`config.mk`:
```
export PLATFORM = sky130hd
export DESIGN_NAME = sipo_deserializer
export DESIGN_NICKNAME = d
export VERILOG_FILES = /design/src/rtl/sipo_deserializer.sv
export SDC_FILE = /design/constraint.sdc
export NUM_CORES = 1
export LEC_CHECK = 0
export ABC_AREA = 1
export CAP_MARGIN = 20
export CORE_AREA = 8 8 73 75
export CTS_CLUSTER_SIZE = 16
export DETAILED_ROUTE_END_ITERATION = 10
export DIE_AREA = 0 0 81 83
export GPL_TIMING_DRIVEN = 0
export PLACE_DENSITY = 0.8
export SKIP_LAST_GASP = 1
export SYNTH_ARGS = -nofsm -noshare
export SYNTH_HDL_FRONTEND = slang
export SYNTH_SLANG_ARGS = --single-unit
```
`constraint.sdc`:
```
create_clock -name clk -period 2.3 [get_ports clk]
set_input_delay 0.345 -clock clk [delete_from_list [all_inputs] [get_ports clk]]
set_output_delay 0.345 -clock clk [all_outputs]
set_load 0.005 [all_outputs]
```
`src/rtl/sipo_deserializer.sv`:
```
// Serial-in, parallel-out word assembler with a small FWFT output FIFO.
// The MSB of each word arrives first; completed words are held for a valid/ready consumer.
module sipo_deserializer #(
  parameter int DATA_WIDTH = 8,
  parameter int FIFO_DEPTH = 4
) (
  input  logic                          clk,
  input  logic                          rst_n,
  input  logic                          shift,
  input  logic                          data_in,
  input  logic                          clear,
  input  logic                          out_ready,
  output logic [DATA_WIDTH-1:0]         data_out,
  output logic                          data_valid,
  output logic [$clog2(FIFO_DEPTH):0]   fifo_count,
  output logic                          word_pending,
  output logic                          overflow
);

  localparam int BW = $clog2(DATA_WIDTH);
  localparam int PW = $clog2(FIFO_DEPTH);
  localparam int CW = PW + 1;
  localparam logic [BW-1:0] LAST = BW'(DATA_WIDTH - 1);
  localparam logic [CW-1:0] DEPTH_C = CW'(FIFO_DEPTH);

  logic [DATA_WIDTH-1:0] shift_reg;
  logic [BW-1:0]         bit_cnt;
  logic [PW-1:0]         wr_ptr;
  logic [PW-1:0]         rd_ptr;
  logic [DATA_WIDTH-1:0] mem [FIFO_DEPTH];

  logic [DATA_WIDTH-1:0] word;
  logic                  word_done;
  logic                  full;
  logic                  pop;
  logic                  push;
  logic                  drop;

  assign word      = {shift_reg[DATA_WIDTH-2:0], data_in};
  assign word_done = shift & ~clear & (bit_cnt == LAST);
  assign full      = (fifo_count == DEPTH_C);
  assign pop       = data_valid & out_ready & ~clear;
  // A pop on the same edge frees the slot, so a full FIFO still accepts.
  assign push      = word_done & (~full | pop);
  assign drop      = word_done & full & ~pop;

  always_ff @(posedge clk or negedge rst_n) begin
    if (!rst_n) begin
      shift_reg <= '0;
      bit_cnt   <= '0;
    end else if (clear) begin
      shift_reg <= '0;
      bit_cnt   <= '0;
    end else if (shift) begin
      shift_reg <= word;
      bit_cnt   <= (bit_cnt == LAST) ? '0 : bit_cnt + 1'b1;
    end
  end

  always_ff @(posedge clk or negedge rst_n) begin
    if (!rst_n) begin
      wr_ptr     <= '0;
      rd_ptr     <= '0;
      fifo_count <= '0;
    end else if (clear) begin
      wr_ptr     <= '0;
      rd_ptr     <= '0;
      fifo_count <= '0;
    end else begin
      if (push) wr_ptr <= wr_ptr + 1'b1;
      if (pop)  rd_ptr <= rd_ptr + 1'b1;
      unique case ({push, pop})
        2'b10:   fifo_count <= fifo_count + 1'b1;
        2'b01:   fifo_count <= fifo_count - 1'b1;
        default: fifo_count <= fifo_count;
      endcase
    end
  end

  always_ff @(posedge clk or negedge rst_n) begin
    if (!rst_n)     overflow <= 1'b0;
    else if (clear) overflow <= 1'b0;
    else if (drop)  overflow <= 1'b1;
  end

  // Storage needs no reset; the empty mask hides stale entries.
  always_ff @(posedge clk) begin
    if (push) mem[wr_ptr] <= word;
  end

  assign data_valid   = (fifo_count != '0);
  assign data_out     = data_valid ? mem[rd_ptr] : '0;
  assign word_pending = (bit_cnt != '0);

endmodule

```
Yosys cells after proc, flatten, opt, wreduce, memory -nomap -nowiden:

Memories as Yosys holds them, arrays and structs flattened.
Cells that the tools add are included.

* equality and inequality tests: 4
* reductions and logical operators: 7
* add/sub/neg operators: 5
* multiplexer cells: 16
* bitwise gates (word level): 11

Operators with widths (number)
* 2-to-1 mux 7 bit: 2
* 2-to-1 mux 3 bit: 4
* nonzero test 3 bit: 3
* 2-to-1 mux 2 bit: 4
* 2-to-1 mux 8 bit: 1
* nonzero test 2 bit: 4
* bitwise AND 1 bit: 7
* adder 3 x 1 -> 3 bit, second input constant: 2
* equality test 3 bit, second input constant: 2
* case mux 3 bit (2 select lines): 1
* adder 2 x 1 -> 2 bit, second input constant: 2
* 2-to-1 mux 1 bit: 4
* NOT 1 bit: 3
* subtractor 3 x 1 -> 3 bit, second input constant: 1
* equality test 2 x 1 -> 1 bit, second input constant: 1
* equality test 2 bit, second input constant: 1
* bitwise OR 1 bit: 1

* logic and storage cells: 50
* flip-flop bits (word level): 18
* memories kept: 1
* bits in writable memories: 32
* output and inout bits: 14

Memories
* mem: depth 4, bits a word 8, rd ports 1, clocked after memory_dff 0, write ports 1, line 30 `logic [DATA_WIDTH-1:0] mem [FIFO_DEPTH];`

Depth between registers and ports, before layout:

Gate-level depths: netlist (run 1).

* depth after elaboration: 8
* mapped depth: 11
* gate-level depth less buffers: 11

Least setup slack after synthesis (run 1):

OpenSTA, ideal clock, no wires.

* path kind: reg2reg
* start point: register bit_cnt[0]
* end point: register fifo_count[2]
* library setup time: 0.117 ns
* cell stages (with the launch flop): 11
* buffers on the path: 0
* data arrival time: 1.662 ns
* path slack: 0.521 ns
* path through: dfrtp_1 > ha_1 > ha_1 > nand3_2 > nand4_1 > inv_1 > fa_1 > xnor2_1 > a21oi_1 > nand3_1 > nand2_1

* word-level cells in the longest chain between the ends: 6
* elaborated cells between the ends (all ways): 8
* classes of those cells: 3 x eq/ne; 2 x mux; 2 x bitwise; 1 x reduce/logical

RTL lines
* start, declared: line 27 `logic [BW-1:0] bit_cnt;`
* start signal, assigned: line 56 `bit_cnt <= (bit_cnt == LAST) ? '0 : bit_cnt + 1'b1;`
* equality test 3 bit (*): line 40 `assign word_done = shift & ~clear & (bit_cnt == LAST);`
* bitwise AND 1 bit (*): line 40
* bitwise AND 1 bit (*): line 44 `assign push = word_done & (~full | pop);`
* equality test 2 x 1 -> 1 bit / equality test 2 bit (equally long branches): line 72 `unique case ({push, pop})`
* case mux 3 bit (2 select lines): line 72
* 2-to-1 mux 3 bit: line 65 `end else if (clear) begin`
* end signal, assigned: line 73 `2'b10: fifo_count <= fifo_count + 1'b1;`
* end signal, assigned: line 74 `2'b01: fifo_count <= fifo_count - 1'b1;`
* end signal, assigned: line 75 `default: fifo_count <= fifo_count;`
* end, declared: line 15 `output logic [$clog2(FIFO_DEPTH):0] fifo_count,`

Every way passes the cells marked *; elsewhere a longest branch is shown, timed or not.
A chain may end at the register's enable or synchronous reset.

Final worst setup path (run 1):

* start point: register fifo_count[2]
* end point: output data_out[0]

* word-level cells in the longest chain between the ends: 2

RTL lines
* nonzero test 3 bit: line 91 `assign data_valid = (fifo_count != '0);`
* 2-to-1 mux 8 bit: line 92 `assign data_out = data_valid ? mem[rd_ptr] : '0;`
* end, declared: line 13 `output logic [DATA_WIDTH-1:0] data_out,`

No other way between the ends.

==> results by group, run 1 <==
Run status
  – Status: finished clean

Final layout
  – Final net count: 247
  – Layout cell share with drive strength beyond 1: 15.81%
  – Largest register FFs: 32
  – Final Non-Filler Cells: 286
  – Area Growth Syn to Fin: 18.61%
  – Commonest non-fill, non-tap cell in the layout: nor2_1
  – Final non-filler cell area: 0.002655 mm²
  – Diode count: 0
  – Fin util: 63.15%
  – Most frequent cells in the layout: nor2_1, edfxtp_1, inv_1

Floorplan
  – Core Rows: 24
  – Area of the core: 0.004204 mm²
  – Die area: 0.006723 mm²
  – Die Ht: 83 µm
  – Initial Util: 53.24%
  – Num ports: 20
  – Die Wd: 81 µm

Synth
  – Cells after Synth: 206
  – Register area share after synthesis: 63.05%
  – Post-synthesis area per instance: 10.87 µm²
  – Post-Synth Simple-Gate Area: 16.32%
  – Syn_nets: 220
  – Synth top area share: 42.93%
  – Largest family of logic cells by synthesized area: simple AND/OR/NAND/NOR gates
  – Yosys warns: 0
  – Yosys cell types: 26
  – Adder-cell share of the synthesized area: 4.807%
  – Mux contribution to synthesized area: 0%
  – XOR/XNOR share of the synthesized area: 0.3913%
  – FF+latch count, synth: 50
  – Post-synthesis cell type with the largest combined area: edfxtp_1
  – Mapped cell area: 0.002238 mm²
  – Top cells by area, synth: edfxtp_1, dfrtp_1, nor2_1
  – Synth Area in Compound Gates: 9.670%

STA
  – Finish-stage setup viols: 0
  – Max Freq: 461.5 MHz
  – Unrepaired setup endpoints after global routing: no
  – Slew Limit Fails: 0
  – Final Critical Period: 2.167 ns
  – Rel. slew slack: 46.89%
  – Layout Skew: 0.005628 ns
  – Final hold violations: 0
  – Worst slew pin tran: 0.7942 ns
  – Fin crit share: 94.22%
  – Setup ws final: 0.1329 ns

Drt
  – Total Wirelength: 4082 µm
  – Initial DRC count: 109
  – Drc violations: 0
  – Vias: 1,485
  – Wirelength per Cell: 14.27 µm
  – Drt pass-1 iters: 4
  – Routed Antenna Nets: 0
  – DR vias/cell: 5.192

Global route
  – GRT Util Overall: 13.65%
  – Initial antenna violation count: 0
  – Number of global-route vias before repair: 1,581
  – Largest net degree at the start of global routing: 19
  – Grt total ovfl: 0
  – First-pass GRT wire length: 7224 µm

CTS
  – Worst skew pair latency: 0.31 ns
  – CTS clk-pin slew, worst paths: 0.09 ns
  – H-Tree Depth: 2
  – CTS tree: yes
  – Clock buffer depth: 2
  – TritonCTS Sinks: 50
  – TritonCTS Buffers: 5
  – Root buffer cell: clkbuf_8

Worst setup path
  – CP max FO: 8
  – CP Cell Sequence: inv_2 -> nand2_4 -> clkinvlp_4 -> a21oi_1 -> clkdlybuf4s50_1
  – Worst Path Buf+Inv: 3
  – CP required: 1.96 ns
  – Slowest cell on crit path: clkdlybuf4s50_1
  – CP Capture Type: primary output
  – Crit path kind: register to primary output
  – Largest delay share family, worst path: buffers and inverters
  – Worst EP arrival: 1.82 ns
  – Critical path's largest stage delay: 0.52 ns
  – Crit. path cell count: 5
  – R2R depth: 6
  – Startpoint types: register

Placed design
  – Dpl ws: -0.02033 ns
  – # port buffers: 19
  – RD Place Congestion: 0.7876
  – HPWL after DPL: 2927 µm
  – Placed cell areas: 0.002494 mm²
  – Dpl cells: 277

Min path
  – Hold WC Path Type: input pin to asynchronous set/reset pin

Power and ir drop
  – LEAKAGE: 1.086 nW
  – Worst vdd ir: 0.0005659 V
  – Pwr Density: 889.8 mW/mm²

Flow run
  – # Max-Cap Violations: 0
[through the flow]
stage	power (W)	hold WS [ns]	setup TNS [ns]
detailed placement	0.001729	0.4826	-0.1591
global route	0.002493	0.5368	0
global placement	0.001710	0.4759	0
finish	0.002362	0.4949	0
CTS	0.002354	0.5050	0
floorplan	0.001398	0.04941	0
[worst reg2reg max path, cell delays in order, from the launching register on]
cell,delay (ns)
dfrtp_1,0.38
ha_1,0.15
ha_1,0.18
nand3_2,0.13
inv_2,0.12
nand2_4,0.08
nor2_1,0.57
[final timing paths]
| path | startpoint | endpoint | slack, ns |
|---|---|---|---|
| max | fifo_count[2]$_DFFE_PN0P_ | data_out[0] | 0.13 |
| min | rst_n | fifo_count[2]$_DFFE_PN0P_ | 0.49 |
| max reg2reg | bit_cnt[0]$_DFFE_PN0P_ | mem[3][6]$_DFFE_PP_ | 0.33 |
| min reg2reg | overflow$_DFFE_PN0P_ | overflow$_DFFE_PN0P_ | 0.49 |
| max in group asynchronous | rst_n | fifo_count[0]$_DFFE_PN0P_ | 1.26 |
| min in group clk | overflow$_DFFE_PN0P_ | overflow$_DFFE_PN0P_ | 0.50 |
[where the power goes]
group	switching, W	internal (W)	total, W
sequential	0.0000496	0.000986	0.00104
clock	0.000296	0.000332	0.000628
combinational	0.000356	0.000343	0.000699
[synthesized netlist by cell type, drive strengths merged]
library cell and count:
buf 5, xnor2 1, fa 1, dfrtp 18
nor2 42, o21ai 21, nand3 14, nand4 1
edfxtp 32, nand2 17, o22ai 7, a21oi 12
ha 7, inv 25, clkbuf 1, or2 2
[kinds of logic after synthesis]
| group | count (synthesis) |
|---|---|
| adder cells (fa/ha/maj) | 8 |
| AND/OR/NAND/NOR | 76 |
| flip-flops | 50 |
| AO/OA/AOI/OAI | 40 |
| buffers and inverters | 31 |
| XOR/XNOR | 1 |
[area by class of cell]
class | count | area, µm²
tap | 52 | 65.06
inverter | 25 | 101.3
timing repair buffer | 21 | 212.7
buffer | 5 | 46.29
sequential | 50 | 1415
clock buffer | 5 | 68.82
clock inverter | 3 | 47.55
multi-input combinational | 125 | 698.2
fill | 324 | 1549
[layer usage]
| layer | routed length, µm | GRT usage (%) | up-vias |
|---|---|---|---|
| li1 | - | - | 746 |
| met1 | 1761 | 15.95 | 709 |
| met2 | 2074 | 22.34 | 25 |
| met3 | 188 | 4.095 | 5 |
| met4 | 58 | 5.854 | 0 |
| met5 | 0 | 0 | - |
[repair_timing]
| action | CTS | global route |
|---|---|---|
| buffers inserted | 0 | 2 |
| endpoints found under the setup margin | 8 | 8 |
| resized for setup | 2 | 12 |
| pin swaps | 0 | 1 |
| hold buffers | 0 | 0 |
No activity file was read; power rests on OpenSTA's default activity.
==> inputs of run 2 (changes only) <==
PLACE_DENSITY = 0.75   (was 0.8)
==> results by group, run 2 (synthesized netlist as in run 1, its figures left out) <==
Run status
  – Status: finished clean

Drt
  – Drt pass-1 iters: 4 (unchanged)
  – Wirelength per Cell: 15.10 µm (+5.8%)
  – Total Wirelength: 4364 µm (+6.9%)
  – Routed Antenna Nets: 0 (unchanged)
  – DR vias/cell: 5.266 (+1.4%)
  – Vias: 1,522 (+2.5%)
  – Uppermost layer routed: met4
  – Drc violations: 0 (unchanged)
  – Initial DRC count: 77 (-29%)
  – WL met3: 220 µm (+17%)
  – Metal1 wirelength: 1843 µm (+4.7%)
  – Met2 wire length: 2234 µm (+7.7%)

Floorplan
  – Die Ht: 83 µm (unchanged)
  – Area of the core: 0.004204 mm² (unchanged)
  – Initial Util: 53.24% (unchanged)
  – Die Wd: 81 µm (unchanged)
  – Num ports: 20 (unchanged)
  – Die area: 0.006723 mm² (unchanged)
  – Core Rows: 24 (unchanged)

Worst setup path
  – CP Capture Type: primary output
  – Largest delay share family, worst path: buffers and inverters
  – Worst r2r dst: fifo_count[2]$_DFFE_PN0P_
  – R2R depth: 10 (+4)
  – Reg-to-reg slack, setup: 0.28 ns (-0.05 ns)
  – FF-to-FF Start: bit_cnt[0]$_DFFE_PN0P_
  – CP Cell Sequence: buf_6 -> buf_6 -> nor2_1 -> nor2_1 -> o21ai_1 -> a21oi_1 -> clkdlybuf4s50_1
  – Startpoint types: register
  – Worst EP arrival: 1.87 ns (+0.05 ns)
  – CP required: 1.96 ns (about the same)
  – Crit path kind: register to primary output
  – Critical path's largest stage delay: 0.53 ns (about the same)
  – Slowest cell on crit path: clkdlybuf4s50_1
  – Worst Path Buf+Inv: 3 (unchanged)
  – CP max FO: 10 (+2)

CTS
  – H-Tree Depth: 2 (unchanged)
  – Root buffer cell: clkbuf_8
  – CTS tree: yes
  – Clock buffer depth: 2 (unchanged)
  – TritonCTS Sinks: 50 (unchanged)
  – Worst skew pair latency: 0.31 ns (about the same)
  – CTS clk-pin slew, worst paths: 0.09 ns (about the same)
  – TritonCTS Buffers: 5 (unchanged)

Placed design
  – Dpl ws: -0.01143 ns (+0.008903 ns)
  – HPWL after DPL: 3059 µm (+4.5%)
  – # port buffers: 19 (unchanged)
  – Placed cell areas: 0.002494 mm² (unchanged)
  – RD Place Congestion: 0.7596 (-3.6%)

STA
  – Rel. slew slack: 48.24% (+1.4 points)
  – Setup ws final: 0.08912 ns (-0.04379 ns)
  – Final hold violations: 0 (unchanged)
  – Layout Skew: 0.006599 ns (+0.0009715 ns)
  – Worst slew pin tran: 0.7740 ns (-0.02022 ns)
  – Fin Hold WS: 0.4845 ns (-0.01049 ns)
  – Final Critical Period: 2.211 ns (+0.04379 ns)
  – Slew Limit Fails: 0 (unchanged)
  – Setup TNS: 0 ns (unchanged)
  – Fin crit share: 96.13% (+1.9 points)
  – Max Freq: 452.3 MHz (-2.0%)
  – Finish-stage setup viols: 0 (unchanged)

Final layout
  – Final non-filler cell area: 0.002648 mm² (-0.28%)
  – Diode count: 0 (unchanged)
  – Final net count: 250 (+1.2%)
  – Commonest non-fill, non-tap cell in the layout: nor2_1
  – Area Growth Syn to Fin: 18.28%
  – Most frequent cells in the layout: nor2_1, edfxtp_1, inv_1
  – Largest register FFs: 32 (unchanged)
  – Layout cell share with drive strength beyond 1: 16.03% (+0.22 points)
  – Fillers: 336 (+3.7%)

Power and ir drop
  – LEAKAGE: 1.087 nW (about the same)
  – Tot Pwr: 0.002270 W (-3.9%)
  – Worst vdd ir: 0.0005556 V (-1.8%)
  – Pwr Density: 857.4 mW/mm² (-3.6%)

Global route
  – Initial antenna violation count: 0 (unchanged)
  – Grt total ovfl: 0 (unchanged)
  – First-pass GRT wire length: 6886 µm (-4.7%)
  – Largest net degree at the start of global routing: 19 (unchanged)
  – GRT Util Overall: 13.08% (-0.58 points)
  – Number of global-route vias before repair: 1,504 (-4.9%)

Min path
  – Hold WC Path Type: input pin to asynchronous set/reset pin

Flow run
  – # Max-Cap Violations: 0 (unchanged)
run 2: report_power, final:
group          total, W  leakage, nW  switching [W]  internal [W]
combinational  0.000722        0.507       0.000365      0.000357
clock          0.000512       0.0422       0.000297      0.000214
sequential      0.00104        0.537      0.0000510      0.000985
run 2: how the worst max path moves through the flow:
| stage | start | to | slack, ns | cells after the start |
|---|---|---|---|---|
| 5_1_grt | rd_ptr[0]$_DFFE_PN0P_ | data_out[2] | -0.004 | 7 |
| 2_1_floorplan | bit_cnt[0]$_DFFE_PN0P_ | fifo_count[2]$_DFFE_PN0P_ | 0.52 | 10 |
| 4_1_cts | rd_ptr[0]$_DFFE_PN0P_ | data_out[0] | 0.01 | 6 |
| 3_5_place_dp | clear | mem[1][6]$_DFFE_PP_ | -0.01 | 6 |
| 3_3_place_gp | clear | mem[1][5]$_DFFE_PP_ | 0.04 | 6 |
| 6_report | rd_ptr[0]$_DFFE_PN0P_ | data_out[6] | 0.09 | 7 |
run 2: timing repair:
item,in CTS,in global routing
endpoints found under the setup margin,8,8
cloned,0,1
gates resized for setup,3,10
pin swaps,0,0
hold buffers,0,0
setup buffers,0,3
run 2: cell type report:
class                           count  area [µm²]  area share (%)
Sequential cell                    50        1414           53.40
Multi-Input combinational cell    125       698.2           26.37
Timing Repair Buffer               23       225.2           8.507
Inverter                           25       100.1           3.781
Clock buffer                        5       68.82           2.599
Tap cell                           52       65.06           2.457
Buffer                              6       56.30           2.127
Clock inverter                      3       20.02          0.7561
run 2: through the flow:
step,util (%),std cells
floorplan,-,206
global placement,59.32,277
detailed placement,59.32,277
CTS,61.70,285
global route,62.98,289
finish,62.98,289
run 2: layer usage:
metal / global-route usage [%] / up-vias
met1: 14.46 / 719
met2: 22.12 / 43
met3: 3.556 / 9
li1: - / 751
met5: 0 / -
met4: 6.504 / 0
==> inputs of run 3 (changes only) <==
ABC_AREA = unset   (was 1)
CORE_AREA = 8 8 74 76   (was 8 8 73 75)
DIE_AREA = 0 0 82 84   (was 0 0 81 83)
PLACE_DENSITY = 0.74   (was 0.75)
==> results by group, run 3 <==
CTS
  – TritonCTS Sinks: 50 (unchanged)
  – CTS clk-pin slew, worst paths: 0.09 ns (about the same)
  – H-Tree Depth: 2 (unchanged)
  – Root buffer cell: clkbuf_8
  – TritonCTS Buffers: 5 (unchanged)
  – Cts hold-fix bufs: 0 (unchanged)
  – Clock buffer depth: 2 (unchanged)
  – Worst skew pair latency: 0.30 ns (about the same)
  – CTS tree: yes

Synth
  – Post-synthesis cell type with the largest combined area: edfxtp_1
  – Synth top area share: 42.60% (-0.33 points)
  – Post-synthesis area per instance: 14.65 µm² (+35%)
  – Register area share after synthesis: 62.56% (-0.49 points)
  – Most common cell in the netlist: edfxtp_1
  – Cells after Synth: 154 (-25%)
  – Top cells by area, synth: edfxtp_1, dfrtp_1, mux4_2
  – Yosys warns: 0 (unchanged)
  – Mapped cell area: 0.002256 mm² (+0.78%)
  – Top FF cell, synth: edfxtp_1
  – Post-synth top cells: edfxtp_1, dfrtp_1, nor2_1, mux2i_1
  – Asr flop ratio synth: 36.00% (unchanged)
  – Yosys cell types: 38 (+46%)
  – FF+latch count, synth: 50 (unchanged)
  – Post-synth EDFFs: 32 (unchanged)
  – Syn_nets: 168 (-24%)

Power and ir drop
  – Worst vdd ir: 0.0004065 V (-27%)
  – LEAKAGE: 1.129 nW (+3.9%)
  – Pwr Density: 607.4 mW/mm² (-29%)

Min path
  – Hold WC Path Type: register to register
  – Hold Crit Depth: 2
  – Hold Path Sink: overflow$_DFFE_PN0P_
  – Hold path startpoint: overflow$_DFFE_PN0P_

Final layout
  – Most frequent cells in the layout: edfxtp_1, dfrtp_1, nor2_1
  – Layout cell share with drive strength beyond 1: 19.02% (+3.0 points)
  – Area Growth Syn to Fin: 19.36%
  – Commonest non-fill, non-tap cell in the layout: edfxtp_1
  – Largest register FFs: 32 (unchanged)
  – Fillers: 327 (-2.7%)
  – Final net count: 197 (-21%)
  – Final Non-Filler Cells: 236 (-18%)
  – Diode count: 0 (unchanged)

Floorplan
  – Num ports: 20 (unchanged)
  – Area of the core: 0.004264 mm² (+1.4%)
  – Initial Util: 52.90% (-0.34 points)
  – Die Ht: 84 µm (+1.2%)
  – Die area: 0.006888 mm² (+2.5%)
  – Core Rows: 24 (unchanged)
  – Die Wd: 82 µm (+1.2%)

STA
  – Fin crit share: 94.80% (-1.3 points)
  – Max Freq: 458.6 MHz (+1.4%)
  – Finish-stage setup viols: 0 (unchanged)
  – Final hold violations: 0 (unchanged)
  – Slew Limit Fails: 0 (unchanged)
  – Final Critical Period: 2.180 ns (-0.03050 ns)
  – Unrepaired setup endpoints after global routing: yes
  – Layout Skew: 0.005100 ns (-0.001500 ns)
  – Worst slew pin tran: 0.8576 ns (+0.08358 ns)
  – Fin Hold WS: 0.5123 ns (+0.02789 ns)
  – Rel. slew slack: 42.65% (-5.6 points)

Run status
  – Status: finished clean

Drt
  – Routed Antenna Nets: 0 (unchanged)
  – Drc violations: 0 (unchanged)
  – Drt pass-1 iters: 4 (unchanged)
  – DR vias/cell: 5.534 (+5.1%)
  – Initial DRC count: 115 (+49%)
  – Vias: 1,306 (-14%)
  – Total Wirelength: 4169 µm (-4.5%)
  – Wirelength per Cell: 17.67 µm (+17%)

Worst setup path
  – R2R depth: 10 (unchanged)
  – CP Capture Type: primary output
  – FF-to-FF Start: bit_cnt[0]$_DFFE_PN0P_
  – CP max FO: 10 (unchanged)
  – CP required: 1.96 ns (about the same)
  – Worst r2r dst: fifo_count[2]$_DFFE_PN0P_
  – Startpoint types: register
  – Worst EP arrival: 1.84 ns (-0.03 ns)
  – Reg-to-reg slack, setup: 0.16 ns (-0.12 ns)
  – Worst setup path start: rd_ptr[0]$_DFFE_PN0P_
  – Crit path kind: register to primary output

Placed design
  – Dpl cells: 225 (-19%)
  – RD Place Congestion: 0.7137 (-6.0%)
  – HPWL after DPL: 2786 µm (-8.9%)
  – # port buffers: 19 (unchanged)

Global route
  – Largest net degree at the start of global routing: 19 (unchanged)
  – Grt total ovfl: 0 (unchanged)
  – First-pass GRT wire length: 6727 µm (-2.3%)
  – Gr busiest metal: met2
  – M1 GR Usage: 15.74% (+1.3 points)
  – GR Util met2: 20.62% (-1.5 points)
  – GRT Util Overall: 12.64% (-0.44 points)
  – GRT met3 Usage: 3.556% (unchanged)
  – Number of global-route vias before repair: 1,330 (-12%)
  – Initial antenna violation count: 0 (unchanged)

Flow run
  – # Max-Cap Violations: 0 (unchanged)
run 3: cell types whose count changed after synthesis, moves of 8 or more:
cell     previous run  this run
inv_1              20         6
nor2b_1             0         8
nand2_1            14         3
a21oi_1            10         1
mux4_2              0         8
o21ai_0            16         1
nor2_1             40        17
mux2i_1             0        11
run 3: through the flow:
stage	setup TNS, ns	util, %	setup WS, ns	area [µm²]	total power [W]
floorplan	0	-	0.3500	2256	0.001006
detailed placement	-1.169	58.89	-0.08121	2511	0.001039
finish	0	63.15	0.1196	2693	0.001635
CTS	0	61.88	0.0007825	2639	0.001642
global placement	0	58.89	0.03174	2511	0.001035
global route	0	63.15	0.009652	2693	0.001690
run 3: what timing repair did:
item,4_1_cts,5_1_grt
endpoints found under the setup margin,9,7
buffers inserted,0,4
resized for setup,7,8
pin swaps,0,0
run 3: where the power goes:
part | total [W] | switching (W) | internal (W) | leakage, nW
sequential | 0.000962 | 0.00000634 | 0.000956 | 0.534
combinational | 0.0000566 | 0.0000312 | 0.0000254 | 0.536
clock | 0.000617 | 0.000291 | 0.000326 | 0.0585
total | 0.00164 | 0.000328 | 0.00131 | 1.13
run 3: cell families (layout without fill, tap and decap cells):
| group | after synthesis | in the layout | share of synthesized area [%] |
|---|---|---|---|
| AOI/OAI and AO/OA | 13 | 13 | 3.994 |
| xor gates and xnor gates | 3 | 3 | 1.165 |
| adders and majority gates | 8 | 8 | 4.770 |
| buffers and inverters | 14 | 44 | 3.050 |
| DFF | 50 | 50 | 62.56 |
| muxes | 19 | 19 | 12.87 |
| and+or+nand+nor | 47 | 47 | 11.59 |
run 3: worst max-delay path, stage by stage (launching register included):
cell and delay, ns:
dfrtp_1 0.38, buf_12 0.15, buf_4 0.11, mux4_2 0.48
nor2b_1 0.14, dlygate4sd2_1 0.28
run 3: routing by layer:
layer  wire length (µm)  vias to the layer above
li1                   -                      617
met1               1819                      664
met2               2154                       19
met3                145                        6
met4                 51                        0
met5                  0                        -
run 3: worst max path at each step:
stage                                      endpoint  slack, ns  cells after the start
after floorplan           fifo_count[2]$_DFFE_PN0P_       0.35                     10
after global placement    fifo_count[2]$_DFFE_PN0P_       0.03                      7
after CTS                               data_out[6]     0.0008                      4
after detailed placement        mem[0][0]$_DFFE_PP_      -0.08                      5
after global routing      fifo_count[2]$_DFFE_PN0P_       0.01                     10
final                                   data_out[4]       0.12                      5
run 3: area by class of cell:
class                      count  area, µm²  area share [%]
clock inverter                 3      43.79           1.626
timing repair buffer          23      232.7           8.643
tap                           52      65.06           2.416
buffer                         7      57.56           2.138
clock buffer                   5      68.82           2.556
inverter                       6      22.52          0.8364
multi-input combinational     90      790.8           29.37
sequential                    50       1411           52.42
